[config.mk]
export PLATFORM = sky130hd
export DESIGN_NAME = qea_host_loader
export DESIGN_NICKNAME = d
export VERILOG_FILES = /design/src/rtl/qea_loader_pkg.sv /design/src/rtl/qea_rd_skid.sv /design/src/rtl/qea_host_loader.sv
export SDC_FILE = /design/constraint.sdc
export NUM_CORES = 1
export LEC_CHECK = 0
export CORE_AREA = 5 5 480 482
export DETAILED_ROUTE_END_ITERATION = 7
export DIE_AREA = 0 0 485 487
export HOLD_SLACK_MARGIN = 0.08
export PLACE_DENSITY = 0.37
export RECOVER_POWER = 50
export SLEW_MARGIN = 15
export SYNTH_ARGS = -nofsm -noshare
export SYNTH_HDL_FRONTEND = slang
export SYNTH_SLANG_ARGS = --single-unit
[constraint.sdc]
create_clock -name clk -period 10.13 [get_ports clk]
set_clock_uncertainty 0.05 [all_clocks]
set_input_delay 2.026 -clock clk [delete_from_list [all_inputs] [get_ports clk]]
set_output_delay 2.026 -clock clk [all_outputs]
set_load 0.03 [all_outputs]
[src/rtl/qea_loader_pkg.sv]
// rtl/qea_loader_pkg.sv - shared types, default widths and row-count helper for the QEA host loader
package qea_loader_pkg;

    localparam int QEA_PE_NUM_WIDTH            = 2;
    localparam int QEA_PE_NUM                  = 4;
    localparam int QEA_STATE_DATA_WIDTH        = 64;
    localparam int QEA_STATE_ADDR_WIDTH        = 16;
    localparam int QEA_GATE_CONTEXT_DATA_WIDTH = 64;
    localparam int QEA_GATE_CONTEXT_ADDR_WIDTH = 16;
    localparam int QEA_MAX_QBIT_WIDTH          = 6;

    typedef enum logic [2:0] {
        S_IDLE  = 3'd0,
        S_CTX   = 3'd1,
        S_ST    = 3'd2,
        S_START = 3'd3,
        S_RUN   = 3'd4,
        S_RD    = 3'd5
    } loader_state_e;

    // Index of the last state row for a job: 2**(qbit_num-pe_num_width)-1,
    // or 0 when the whole state fits in one row. The shift is clamped so the
    // result saturates at the row address width instead of overflowing.
    function automatic logic [31:0] rows_last_idx(input int qbit_num,
                                                  input int pe_num_width,
                                                  input int addr_width);
        int shift;
        int cap;
        if (qbit_num <= pe_num_width) begin
            return 32'd0;
        end
        shift = qbit_num - pe_num_width;
        cap   = (addr_width < 31) ? addr_width : 31;
        if (shift > cap) begin
            shift = cap;
        end
        return (32'd1 << shift) - 32'd1;
    endfunction

endpackage

[src/rtl/qea_rd_skid.sv]
// rtl/qea_rd_skid.sv - one-entry output register with valid/ready for the state readback path
//  in_valid/in_data   : captured RAM read data (never presented while the entry is full)
//  out_valid/out_data : held stable until out_ready
module qea_rd_skid #(
    parameter int DATA_WIDTH = 256
) (
    input  logic                  clk,
    input  logic                  rst_n,
    input  logic                  in_valid,
    input  logic [DATA_WIDTH-1:0] in_data,
    output logic                  out_valid,
    input  logic                  out_ready,
    output logic [DATA_WIDTH-1:0] out_data
);

    always_ff @(posedge clk or negedge rst_n) begin
        if (!rst_n) begin
            out_valid <= 1'b0;
            out_data  <= '0;
        end else if (in_valid) begin
            out_valid <= 1'b1;
            out_data  <= in_data;
        end else if (out_ready) begin
            out_valid <= 1'b0;
        end
    end

endmodule

[src/rtl/qea_host_loader.sv]
// rtl/qea_host_loader.sv - loads context words and state rows into the QEA, runs it, streams results back
//  cmd  : i_cmd_valid/o_cmd_ready, i_cmd_qbit_num, i_cmd_ins_num
//  ctx  : i_ctx_valid/o_ctx_ready/i_ctx_data      -> o_qea_ctx_{en,wea,addr,data}
//  st   : i_st_valid/o_st_ready/i_st_data         -> o_qea_state_{ena,wea,addra,dina}
//  rd   : o_rd_valid/i_rd_ready/o_rd_data         <- i_qea_state_dout (one cycle read latency)
//  ctrl : o_qea_start, o_qea_qbit_num, i_qea_complete, o_busy
//  QEA_LOADER_CYCLE_COUNT_EN adds o_exec_cycles (RUN cycles of the last job, saturating).
module qea_host_loader
    import qea_loader_pkg::*;
#(
    parameter int PE_NUM_WIDTH            = QEA_PE_NUM_WIDTH,
    parameter int PE_NUM                  = QEA_PE_NUM,
    parameter int STATE_DATA_WIDTH        = QEA_STATE_DATA_WIDTH,
    parameter int STATE_ADDR_WIDTH        = QEA_STATE_ADDR_WIDTH,
    parameter int GATE_CONTEXT_DATA_WIDTH = QEA_GATE_CONTEXT_DATA_WIDTH,
    parameter int GATE_CONTEXT_ADDR_WIDTH = QEA_GATE_CONTEXT_ADDR_WIDTH,
    parameter int MAX_QBIT_WIDTH          = QEA_MAX_QBIT_WIDTH
) (
    input  logic                                 clk,
    input  logic                                 rst_n,
    input  logic                                 i_cmd_valid,
    output logic                                 o_cmd_ready,
    input  logic [MAX_QBIT_WIDTH-1:0]            i_cmd_qbit_num,
    input  logic [GATE_CONTEXT_ADDR_WIDTH-1:0]   i_cmd_ins_num,
    input  logic                                 i_ctx_valid,
    output logic                                 o_ctx_ready,
    input  logic [GATE_CONTEXT_DATA_WIDTH-1:0]   i_ctx_data,
    input  logic                                 i_st_valid,
    output logic                                 o_st_ready,
    input  logic [PE_NUM*STATE_DATA_WIDTH-1:0]   i_st_data,
    output logic                                 o_rd_valid,
    input  logic                                 i_rd_ready,
    output logic [PE_NUM*STATE_DATA_WIDTH-1:0]   o_rd_data,
    output logic                                 o_qea_start,
    output logic [MAX_QBIT_WIDTH-1:0]            o_qea_qbit_num,
    output logic                                 o_qea_ctx_en,
    output logic                                 o_qea_ctx_wea,
    output logic [GATE_CONTEXT_ADDR_WIDTH-1:0]   o_qea_ctx_addr,
    output logic [GATE_CONTEXT_DATA_WIDTH-1:0]   o_qea_ctx_data,
    output logic [PE_NUM-1:0]                    o_qea_state_ena,
    output logic [PE_NUM-1:0]                    o_qea_state_wea,
    output logic [STATE_ADDR_WIDTH-1:0]          o_qea_state_addra,
    output logic [PE_NUM*STATE_DATA_WIDTH-1:0]   o_qea_state_dina,
    input  logic                                 i_qea_complete,
    input  logic [PE_NUM*STATE_DATA_WIDTH-1:0]   i_qea_state_dout,
    output logic                                 o_busy
`ifdef QEA_LOADER_CYCLE_COUNT_EN
    ,
    output logic [31:0]                          o_exec_cycles
`endif
);

    localparam int ROW_W = PE_NUM * STATE_DATA_WIDTH;

    loader_state_e state_q, state_d;

    logic [MAX_QBIT_WIDTH-1:0]          qbit_q;
    logic [GATE_CONTEXT_ADDR_WIDTH-1:0] ins_q;
    logic [GATE_CONTEXT_ADDR_WIDTH-1:0] ctx_cnt;
    logic [STATE_ADDR_WIDTH-1:0]        row_cnt;
    logic [STATE_ADDR_WIDTH-1:0]        rows_last;
    logic                               run_first_q;
    logic                               rd_req_q;
    logic                               rd_pend_q;

    logic cmd_fire, ctx_fire, ctx_last, st_fire, st_last;
    logic run_done, rd_fire, rd_last, rd_issue;

    assign rows_last = STATE_ADDR_WIDTH'(rows_last_idx(int'(qbit_q), PE_NUM_WIDTH, STATE_ADDR_WIDTH));

    assign o_cmd_ready    = (state_q == S_IDLE);
    assign o_busy         = (state_q != S_IDLE);
    assign o_ctx_ready    = (state_q == S_CTX);
    assign o_st_ready     = (state_q == S_ST);
    assign o_qea_start    = (state_q == S_START);
    assign o_qea_qbit_num = o_busy ? qbit_q : '0;

    assign cmd_fire = i_cmd_valid & o_cmd_ready;
    assign ctx_fire = i_ctx_valid & o_ctx_ready;
    assign ctx_last = ctx_fire && (ctx_cnt == ins_q - GATE_CONTEXT_ADDR_WIDTH'(1));
    assign st_fire  = i_st_valid & o_st_ready;
    assign st_last  = st_fire && (row_cnt == rows_last);
    // Complete is ignored on the first RUN cycle: the QEA may still show the
    // previous job's completion right after the start pulse.
    assign run_done = (state_q == S_RUN) && !run_first_q && i_qea_complete;
    assign rd_fire  = (state_q == S_RD) && o_rd_valid && i_rd_ready;
    assign rd_last  = rd_fire && (row_cnt == rows_last);
    // Only one read is ever outstanding: the next one leaves on the transfer.
    assign rd_issue = run_done || (rd_fire && !rd_last);

    always_ff @(posedge clk or negedge rst_n) begin
        if (!rst_n) begin
            state_q <= S_IDLE;
        end else begin
            state_q <= state_d;
        end
    end

    always_comb begin
        state_d = state_q;
        case (state_q)
            S_IDLE:  if (cmd_fire) state_d = (i_cmd_ins_num == '0) ? S_ST : S_CTX;
            S_CTX:   if (ctx_last) state_d = S_ST;
            S_ST:    if (st_last) state_d = S_START;
            S_START: state_d = S_RUN;
            S_RUN:   if (run_done) state_d = S_RD;
            S_RD:    if (rd_last) state_d = S_IDLE;
            default: state_d = S_IDLE;
        endcase
    end

    always_ff @(posedge clk or negedge rst_n) begin
        if (!rst_n) begin
            qbit_q            <= '0;
            ins_q             <= '0;
            ctx_cnt           <= '0;
            row_cnt           <= '0;
            run_first_q       <= 1'b0;
            rd_req_q          <= 1'b0;
            rd_pend_q         <= 1'b0;
            o_qea_ctx_en      <= 1'b0;
            o_qea_ctx_wea     <= 1'b0;
            o_qea_ctx_addr    <= '0;
            o_qea_ctx_data    <= '0;
            o_qea_state_ena   <= '0;
            o_qea_state_wea   <= '0;
            o_qea_state_addra <= '0;
            o_qea_state_dina  <= '0;
        end else begin
            o_qea_ctx_en    <= 1'b0;
            o_qea_ctx_wea   <= 1'b0;
            o_qea_state_ena <= '0;
            o_qea_state_wea <= '0;
            rd_req_q        <= 1'b0;
            // RAM data appears the cycle after the read strobe is visible.
            rd_pend_q       <= rd_req_q;
            run_first_q     <= (state_q == S_START);

            if (cmd_fire) begin
                qbit_q  <= i_cmd_qbit_num;
                ins_q   <= i_cmd_ins_num;
                ctx_cnt <= '0;
                row_cnt <= '0;
            end

            if (ctx_fire) begin
                o_qea_ctx_en   <= 1'b1;
                o_qea_ctx_wea  <= 1'b1;
                o_qea_ctx_addr <= ctx_cnt;
                o_qea_ctx_data <= i_ctx_data;
                ctx_cnt        <= ctx_cnt + GATE_CONTEXT_ADDR_WIDTH'(1);
            end

            if (st_fire) begin
                o_qea_state_ena   <= '1;
                o_qea_state_wea   <= '1;
                o_qea_state_addra <= row_cnt;
                o_qea_state_dina  <= i_st_data;
                row_cnt           <= st_last ? '0 : row_cnt + STATE_ADDR_WIDTH'(1);
            end

            if (rd_issue) begin
                o_qea_state_ena   <= '1;
                o_qea_state_addra <= run_done ? '0 : row_cnt + STATE_ADDR_WIDTH'(1);
                rd_req_q          <= 1'b1;
            end

            if (rd_fire) begin
                row_cnt <= rd_last ? '0 : row_cnt + STATE_ADDR_WIDTH'(1);
            end
        end
    end

    qea_rd_skid #(
        .DATA_WIDTH(ROW_W)
    ) u_rd_skid (
        .clk      (clk),
        .rst_n    (rst_n),
        .in_valid (rd_pend_q),
        .in_data  (i_qea_state_dout),
        .out_valid(o_rd_valid),
        .out_ready(i_rd_ready),
        .out_data (o_rd_data)
    );

`ifdef QEA_LOADER_CYCLE_COUNT_EN
    always_ff @(posedge clk or negedge rst_n) begin
        if (!rst_n) begin
            o_exec_cycles <= '0;
        end else if (state_q == S_START) begin
            o_exec_cycles <= '0;
        end else if ((state_q == S_RUN) && (o_exec_cycles != 32'hFFFF_FFFF)) begin
            o_exec_cycles <= o_exec_cycles + 32'd1;
        end
    end
`endif

endmodule

==> run summary <==
==========================================================================================
Synth warnings ..............................................................            0
Tightest slew margin relative to the limit ..................................        -171%
GRT met3 Usage ..............................................................        6.20%
M1 GR Usage .................................................................        14.1%
Final-stage net count .......................................................         4410
Post-CTS Hold Buffers .......................................................            0
H-tree levels ...............................................................            3
WP data arrival .............................................................      7920 ps
Pin count of the biggest net entering global routing ........................          168
# setup viols final .........................................................            0
Count of pins on the block boundary .........................................         1235
Max-capacitance violation count .............................................           13
Setup TNS ...................................................................         0 ps
Proportion of layout cells with a drive suffix above 1 ......................        12.0%
Global-route layer with the greatest usage ..................................         met2
Run status .................................................................. finished, violations left
CP Launch Type ..............................................................   input port
Post-route DRC ..............................................................            0
Antenna violations before repair ............................................           47
Core footprint ..............................................................   226000 um2
Clock buffer count from CTS .................................................           94
Maximum ir drop on the vdd rail .............................................     0.123 mV
Failing checks .............................................................. capacitance limit, slew limit
Global-route usage over all layers ..........................................        12.6%
Syn_nets ....................................................................         3219
DRC violation total after the first TritonRoute iteration ...................          932
Worst min path class ........................................................   reg -> reg
Die W .......................................................................       485 um
Post-synthesis cell count ...................................................         2608
Post-synth EDFFs ............................................................            0
Via count of the first global-routing pass ..................................        25100
Commonest non-fill, non-tap cell in the layout .............................. clkdlybuf4s50_1
Post-route non-filler standard cell count ...................................         6898
Count of input and output buffers ...........................................         1234
Final Slew Violations .......................................................          642
Clock Sink Count ............................................................          672
Post-DRT Antenna Nets .......................................................            0
Number of gates given a new drive strength after cts ........................            0
Height of the die ...........................................................       487 um
Leakage power ...............................................................      21.1 nW
Share of async-settable or async-resettable flops after synthesis ...........         100%
Pre-Repair DR Iteration Count ...............................................            5
Unique masters post-synth ...................................................           75
Count of endpoints failing hold in the final timing report ..................            0
Half-perimeter wire length of the detailed placement result .................    119000 um
Crit path kind ..............................................................    in -> reg
Die area ....................................................................   236000 um2
Avg Cell Area, Syn ..........................................................     10.5 um2
Worst Max-Slew Pin Slew .....................................................      4070 ps
Syn-to-layout area delta ....................................................        69.3%
Maximum fanout encountered on the critical timing path ......................           71
Met2 track utilization from global routing ..................................        20.6%
Areal power density over the cells ..........................................   141 nW/um2
Global route overflow .......................................................            0
Vias ........................................................................        23800
Post-CTS repair timing setup buffer count ...................................            0
Clock edge transition at the registers on the reported setup and hold paths .        60 ps
Number of cells in the design after placement ...............................         6712
Standard-cell rows ..........................................................          175
Clock tree from TritonCTS ...................................................         done
Routability congestion estimate .............................................        0.802
Final period demand of the worst path .......................................      7330 ps
Wire length of the first global-routing pass ................................    211000 um
Required @ worst endpoint ...................................................     10720 ps
Buffers from clock root to sink, at most ....................................            3
Initial Utilization .........................................................        12.1%
Total wirelength of the detailed-routed design ..............................    156000 um
Setup repair after global routing missed its margin .........................        false
Ratio of routed vias to standard cells ......................................         3.45
Fmax ........................................................................      136 MHz
Yosys reg bits ..............................................................          672
Clock latency at the later pin of the worst-skew pair .......................       720 ps
Root Driver .................................................................    clkbuf_16
Cell area after synthesis ...................................................    27400 um2
Top library cells by usage in the layout, fill and taps aside ............... clkdlybuf4s50_1 (1201), nand2_1 (1053), dfrtp_1 (672)
Post-route clock period utilization .........................................        72.3%
Register area share after synthesis .........................................        61.3%
Critical path endpoint category .............................................    flip-flop
Main flop type after synthesis ..............................................      dfrtp_1
Per-cell routed wire length .................................................      22.6 um
==========================================================================================
==> metal layers <==
layer | vias up | share of wire (%)
met3 | 232 | 10
li1 | 11000 | -
met1 | 11500 | 39
met4 | 62 | 3.8
met2 | 990 | 46
met5 | - | 0.25
==> state kept, by name (all words and copies together), names as in the netlist, 3 cells and up <==
| name | count |
|---|---|
| o_qea_state_dina | 256 |
| u_rd_skid.out_data | 256 |
| o_qea_ctx_data | 64 |
| ctx_cnt | 16 |
| ins_q | 16 |
| o_qea_ctx_addr | 16 |
| o_qea_state_addra | 16 |
| row_cnt | 16 |
| qbit_q | 6 |
| state_q | 3 |
==> layout make-up <==
| class | instances | area, um2 |
|---|---|---|
| timing repair buffer | 1258 | 12600 |
| sequential | 672 | 16800 |
| multi-input combinational | 1752 | 9890 |
| inverter | 21 | 86.3 |
| clock inverter | 30 | 450 |
| fill | 24800 | 180000 |
| antenna | 12 | 30.0 |
| clock buffer | 144 | 2840 |
| tap | 3009 | 3760 |
==> kinds of logic after synthesis <==
family | Yosys count | synth area share, %
and+or+nand+nor | 1266 | 18.8
adders and majority gates | 6 | 0.274
muxes | 289 | 11.8
buffers and inverters | 184 | 2.65
AOI/OAI and AO/OA | 159 | 4.10
xor gates and xnor gates | 32 | 1.02
DFF | 672 | 61.3
==> per-stage QoR <==
step	util [%]	setup slack, ps	hold WS [ps]	power, mW	area (um2)
6_report	20.6	2800	330	6.55	46500
3_3_place_gp	19.1	4330	338	3.06	43200
5_1_grt	20.5	2180	345	6.83	46400
2_1_floorplan	-	5250	281	2.74	27400
4_1_cts	20.6	4260	336	6.75	46500
3_5_place_dp	19.1	4320	340	3.06	43200
==> worst max-delay path, stage by stage <==
cell and delay, ps:
dlygate4sd3_1 520, nand2_1 960, inv_1 1130, clkbuf_1 2350, nand2_1 660, nand2_1 190
==> power breakdown <==
group	switching (mW)	leakage (nW)	total (mW)	internal, mW
Combinational	0.110	10.1	0.315	0.205
Sequential	0	9.37	2.69	2.69
Clock	1.43	1.60	3.55	2.12
==> cells in the mapped netlist (7+ instances only) <==
| master | number | area share, % |
|---|---|---|
| o31ai_1 | 9 | 0.25 |
| nand2_1 | 1053 | 14 |
| a31oi_1 | 11 | 0.25 |
| o211ai_1 | 15 | 0.41 |
| nor4_1 | 17 | 0.39 |
| clkbuf_1 | 135 | 1.8 |
| buf_1 | 12 | 0.16 |
| xor2_1 | 10 | 0.32 |
| o21ai_0 | 44 | 0.80 |
| mux2_2 | 281 | 12 |
| mux2i_1 | 8 | 0.29 |
| nor3_1 | 35 | 0.64 |
| inv_1 | 19 | 0.26 |
| nor2b_1 | 10 | 0.23 |
| and3_1 | 16 | 0.36 |
| xnor2_1 | 22 | 0.70 |
| buf_2 | 8 | 0.15 |
| nand2b_1 | 10 | 0.23 |
| a21oi_1 | 17 | 0.31 |
| dfrtp_1 | 672 | 61 |
| nor2_1 | 41 | 0.56 |
| nand3_1 | 37 | 0.68 |
| nand4_1 | 10 | 0.23 |
| a21o_1 | 12 | 0.33 |
| buf_4 | 7 | 0.19 |
==> final timing paths <==
kind,from,cells past startpoint,end,slack [ps]
max,i_ctx_valid,6,o_qea_ctx_data[29]$_DFFE_PN0P_,2800
min,rd_req_q$_DFF_PN0_,0,rd_pend_q$_DFF_PN0_,330
max reg2reg,rd_pend_q$_DFF_PN0_,3,u_rd_skid.out_data[150]$_DFFE_PN0P_,3090
min reg2reg,rd_req_q$_DFF_PN0_,0,rd_pend_q$_DFF_PN0_,330
max in group asynchronous,rst_n,3,u_rd_skid.out_data[228]$_DFFE_PN0P_,3530
min in group asynchronous,rst_n,1,o_qea_state_dina[8]$_DFFE_PN0P_,2640
(Power assumes the default switching activity.)
